File: src/rtl/conv_seq_ctrl.sv
// conv_seq_ctrl: sequences one convolver frame - kernel bank, clear pulse, activation stream and result hand-off
module conv_seq_ctrl #(
   parameter int N         = 10,
   parameter int K         = 5,
   parameter int DW        = 16,
   parameter int AW        = 32,
   parameter int FLUSH_MAX = 2*K
) (
   input  logic                   clk,
   input  logic                   global_rst_n,
   input  logic                   start,
   output logic                   busy,
   output logic                   done,
   output logic                   err,
   input  logic                   wt_wr_en,
   input  logic [$clog2(K*K)-1:0] wt_wr_addr,
   input  logic [DW-1:0]          wt_wr_data,
   input  logic                   act_valid,
   output logic                   act_ready,
   input  logic [DW-1:0]          act_data,
   output logic                   conv_rst,
   output logic                   conv_ce,
   output logic [K*K*DW-1:0]      conv_weight,
   output logic [DW-1:0]          conv_activation,
   input  logic [AW-1:0]          conv_op,
   input  logic                   conv_valid,
   input  logic                   conv_end,
   output logic                   res_valid,
   output logic [AW-1:0]          res_data,
   output logic                   res_last,
   input  logic                   res_ready
);
   localparam int KK   = K*K;
   localparam int NN   = N*N;
   localparam int OUTS = (N-K+1)*(N-K+1);
   localparam int AD   = $clog2(KK);
   localparam int AD1  = AD + 1;
   localparam int IW   = $clog2(NN+1);
   localparam int OW   = $clog2(OUTS+1);
   localparam int FW   = $clog2(FLUSH_MAX+1);
   localparam logic [IW-1:0] IN_LAST  = IW'(NN-1);
   localparam logic [OW-1:0] OUT_N    = OW'(OUTS);
   localparam logic [OW-1:0] OUT_LAST = OW'(OUTS-1);
   localparam logic [FW-1:0] FL_MAX   = FW'(FLUSH_MAX);
   localparam logic [AD:0]   KK_W     = AD1'(KK);

   typedef enum logic [2:0] {IDLE, CLEAR, RUN, FLUSH, DONE} state_t;

   state_t        state, state_n;
   logic [DW-1:0] bank [KK];
   logic [IW-1:0] in_cnt;
   logic [OW-1:0] out_cnt;
   logic [FW-1:0] flush_cnt;
   logic          clr_cnt, set_err, cap;

   assign cap             = conv_ce & conv_valid & ~conv_end;
   assign busy            = state != IDLE;
   assign done            = state == DONE;
   assign conv_activation = (state == RUN && conv_ce) ? act_data : '0;

   for (genvar g = 0; g < KK; g++) begin : g_w
      assign conv_weight[g*DW +: DW] = bank[g];
   end

   // state register
   always_ff @(posedge clk or negedge global_rst_n) begin
      if (!global_rst_n) state <= IDLE;
      else state <= state_n;
   end

   // next state and per-state strobes; a premature conv_end or an accepted last result ends the frame
   always_comb begin
      state_n   = state;
      act_ready = 1'b0;
      conv_ce   = 1'b0;
      conv_rst  = 1'b0;
      set_err   = 1'b0;
      case (state)
         IDLE:  state_n = start ? CLEAR : IDLE;
         CLEAR: begin
            conv_rst = 1'b1;
            state_n  = clr_cnt ? RUN : CLEAR;
         end
         RUN: begin
            act_ready = res_ready;
            conv_ce   = act_valid & res_ready;
            state_n   = (conv_ce && in_cnt == IN_LAST) ? FLUSH : RUN;
         end
         FLUSH: begin
            conv_ce = res_ready & (flush_cnt != FL_MAX);
            if (flush_cnt == FL_MAX && out_cnt != OUT_N) begin
               set_err = 1'b1;
               state_n = DONE;
            end
         end
         default: state_n = IDLE;
      endcase
      if (state == RUN || state == FLUSH) begin
         if (conv_ce && conv_end && out_cnt != OUT_N) begin
            set_err = 1'b1;
            state_n = DONE;
         end else if (res_valid && res_ready && res_last) begin
            state_n = DONE;
         end
      end
   end

   // kernel bank: writable only while idle, out-of-range entries dropped
   always_ff @(posedge clk or negedge global_rst_n) begin
      if (!global_rst_n) begin
         for (int i = 0; i < KK; i++) bank[i] <= '0;
      end else if (state == IDLE && wt_wr_en && {1'b0, wt_wr_addr} < KK_W) begin
         bank[wt_wr_addr] <= wt_wr_data;
      end
   end

   // frame counters, sticky error and the single-entry result holding register
   always_ff @(posedge clk or negedge global_rst_n) begin
      if (!global_rst_n) begin
         clr_cnt   <= 1'b0;
         in_cnt    <= '0;
         out_cnt   <= '0;
         flush_cnt <= '0;
         err       <= 1'b0;
         res_valid <= 1'b0;
         res_data  <= '0;
         res_last  <= 1'b0;
      end else begin
         clr_cnt   <= state == CLEAR && !clr_cnt;
         res_valid <= state != DONE && (cap || (res_valid && !res_ready));
         res_last  <= cap ? out_cnt == OUT_LAST : res_last && state != DONE && !res_ready;
         if (cap) res_data <= conv_op;
         if (state == IDLE && start) begin
            in_cnt    <= '0;
            out_cnt   <= '0;
            flush_cnt <= '0;
            err       <= 1'b0;
         end else begin
            if (state == RUN && conv_ce) in_cnt <= in_cnt + 1'b1;
            if (state == FLUSH && conv_ce) flush_cnt <= flush_cnt + 1'b1;
            if (cap && out_cnt != OUT_N) out_cnt <= out_cnt + 1'b1;
            if (set_err) err <= 1'b1;
         end
      end
   end
endmodule
File: config.mk
export PLATFORM = sky130hd
export DESIGN_NAME = conv_seq_ctrl
export DESIGN_NICKNAME = d
export VERILOG_FILES = /design/src/rtl/conv_seq_ctrl.sv
export SDC_FILE = /design/constraint.sdc
export NUM_CORES = 1
export LEC_CHECK = 0
export ABC_AREA = 0
export BUFFER_PORTS_ARGS = -buffer_cell sky130_fd_sc_hd__buf_2
export CAP_MARGIN = 20
export CORE_AREA = 2 2 208 210
export DETAILED_ROUTE_END_ITERATION = 6
export DIE_AREA = 0 0 210 212
export PLACE_DENSITY = 0.67
export RECOVER_POWER = 50
export SLEW_MARGIN = 20
export SYNTH_ARGS = -nofsm -noshare
export SYNTH_HDL_FRONTEND = slang
export SYNTH_SLANG_ARGS = --single-unit
File: constraint.sdc
create_clock -name clk -period 2.4 [get_ports clk]
set_input_delay 0.36 -clock clk [delete_from_list [all_inputs] [get_ports clk]]
set_output_delay 0.36 -clock clk [all_outputs]
set_load 0.03 [all_outputs]
==> out/qor.yml <==
sta:
  setup-tns-final_ns: 0
  worstMarginPinSlew_ns: 1.54
  final.setup_skew_ns: 0.0266
  timing.final.crit_share_pct: 96.9
  hold_viol: 0
  fin_crit_ns: 2.32
  rsz0062_at_grt: "false"
  setup_viol: 0
  max_freq_mhz: 430
  whs_ns: 0.0366
  max_slew_margin_pct: -2.54
  slew_viol_final: 49
critical_path:
  path_class: "register to output pin"
  slowest_delay_ns: 0.38
  end_kind: "output pin"
  crit_arrival_ns: 1.96
  critPathLaunchType: "register"
  path_delay_family: "buffers and inverters"
  crit_buf_inv: 4
  crit_top_cell: "buf_4"
  cp_max_fo: 13
  worst_ep_required_time_ns: 2.04
  crit_chain: "buf_4 -> and4b_2 -> a22oi_2 -> buf_6 -> inv_1 -> buf_4"
  critPathSlowestCell: "dfrtp_1"
run:
  max_cap_violations: 1
logic_synthesis:
  synth_ff_type: "dfrtp_1"
  syn-num-nets: 1221
  avgSynthCellArea_um2: 15.6
  synth_warnings: 0
  async_flop_share_pct: 100
  ys_types: 46
  ys_seq_area_share_pct: 64.1
  ys_ff_latch: 456
  synth_edf_count: 0
  netlist_area_um2: 17800
  syn_inst: 1139
placement:
  place_hpwl_mm: 36.5
  portBuffers: 532
  placed_cells: 2174
  routabilityCongestion: 0.837
cells_and_area:
  fin_cells: 2294
  final_common_cell: "dfrtp_1"
  fin_util_pct: 53.4
  fill_cells: 3660
  finalNetCount: 1792
  final_cell_mix: "455 x dfrtp_1, 433 x mux2_2, 302 x buf_2, 240 x clkbuf_1, 48 x clkbuf_16"
  drive_gt1_share_pct: 50.6
  area_growth_pct: 27.6
detailed_routing:
  dr_total_vias: 11792
  firstDrtPassIters: 4
  routed_wl_mm: 52.8
  drtAntennaViolNets: 0
  routedWlPerCell_um: 23.0
  drt_iter0_drc: 549
  drc: 0
  via_per_inst: 5.14
hold_path:
  hold_class: "primary input to register"
grt:
  grt-ovfl-total: 0
  antenna_found_initial: 5
  first_global_vias: 12248
  grt_max_degree: 87
  grt_usage_pct: 23.3
  grt_pass1_wl_mm: 77.3
floorplan:
  io_pins: 533
  design.core.area_um2: 42500
  rows: 76
  initial_core_util_pct: 41.9
  die_w_um: 210
  die_h_um: 212
  dieArea_um2: 44500
cts:
  clock-root-buffer: "clkbuf_16"
  cts_htree_levels: 2
  clkLatencyLatePin_ns: 0.58
  numCtsBuffers: 48
  cts_sinks: 456
  cts.clk_slew.worst_paths_ns: 0.06
  clockBufferDepth: 3
  cts_tree: "built"
run_status:
  failed_checks: "max-capacitance violations, max-slew violations"
  status: "complete, but fails checks"
pwr:
  peakVddDrop_mv: 0.847
  pwr_density_cell_nw_per_um2: 1190
  p_leak_nw: 11.9
## timing repair
action	CTS	global route
hold buffers	25	0
hold endpoints to repair	63	0
setup endpoints to repair	4	17
pin swaps	1	2
gates resized for setup	6	4
buffers inserted	2	4
cloned	0	1
## per-layer routing
| metal | track usage [%] | up-vias | share of wire, % |
|---|---|---|---|
| met5 | 0 | - | 0.089 |
| met1 | 28.1 | 6077 | 40 |
| met3 | 6.51 | 102 | 7.0 |
| li1 | - | 5168 | - |
| met4 | 8.46 | 8 | 3.4 |
| met2 | 40.2 | 437 | 49 |
## stage by stage
stage / total power [mW] / cell area [µm²] / setup WS, ns
global placement: 19.4 / 21100 / 0.275
floorplan: 16.4 / 17800 / 0.467
detailed placement: 19.6 / 21100 / 0.237
CTS: 27.4 / 23000 / -0.00791
global route: 28.1 / 22700 / 0.00257
finish: 27.0 / 22700 / 0.0751
## synth_stat cells, types with 5 or more instances
| cell | count | area [µm²] |
|---|---|---|
| clkbuf_1 | 40 | 150 |
| nand2_1 | 23 | 86.3 |
| inv_1 | 7 | 26.3 |
| nand4_1 | 5 | 31.3 |
| nor3b_1 | 5 | 37.5 |
| buf_2 | 22 | 110 |
| buf_4 | 7 | 52.6 |
| o21ai_0 | 7 | 35.0 |
| nand2_2 | 18 | 113 |
| a21oi_1 | 5 | 25.0 |
| buf_6 | 11 | 124 |
| dfrtp_1 | 456 | 11400 |
| nor2b_1 | 6 | 37.5 |
| nor2_1 | 13 | 48.8 |
| ha_1 | 5 | 62.6 |
| mux2_2 | 433 | 4880 |
| and3_1 | 21 | 131 |
| nand3_1 | 6 | 30.0 |
## cell families after synthesis
| kind of cell | synth area share (%) |
|---|---|
| AND/OR/NAND/NOR | 4.18 |
| XOR/XNOR | 0.246 |
| adder cells (fa/ha/maj) | 0.351 |
| multiplexers | 27.6 |
| buffers and inverters | 2.60 |
| AO/OA/AOI/OAI | 0.928 |
| flip-flops | 64.1 |
## report_power, final
group / switching (mW) / leakage, nW / internal [mW] / total, mW
registers: 1.01 / 6.15 / 9.57 / 10.6
logic: 6.10 / 4.96 / 2.67 / 8.77
clock network: 3.09 / 0.819 / 4.53 / 7.62
total: 10.2 / 11.9 / 16.8 / 27.0
## area by class of cell
cell class | count | area, µm² | area share (%)
antenna | 1 | 2.50 | 0.0110
clock buffer | 68 | 1410 | 6.19
clock inverter | 19 | 233 | 1.02
inverter | 7 | 26.3 | 0.116
multi-input combinational | 596 | 5940 | 26.1
sequential | 456 | 11400 | 50.2
tap | 546 | 683 | 3.01
timing repair buffer | 601 | 3010 | 13.3
## registers in the layout (all words and copies together) (netlist names)
register     flops
clr_cnt          1
conv_weight    400
err              1
flush_cnt        4
in_cnt           7
out_cnt          6
res_data        32
res_last         1
res_valid        1
state            3
## worst reg2reg max path, delay by kind of cell (launching register included)
family,cells,cell delay (ns)
DFF,1,0.37
and+or+nand+nor,3,1.13
buffers and inverters,1,0.14
muxes,1,0.43
## final timing paths
check                                  start               end  slack, ns  cells after the start
min in group asynchronous       global_rst_n  conv_weight[287]       0.68                      2
worst min register to register       clr_cnt           clr_cnt       0.46                      1
worst min-delay path             conv_op[31]      res_data[31]       0.04                      2
worst max-delay path                state[0]           conv_ce       0.08                      6
max in group asynchronous       global_rst_n  conv_weight[209]       0.34                      3
worst max register to register      state[1]  conv_weight[347]       0.20                      5
No activity file was read; power rests on OpenSTA's default activity.
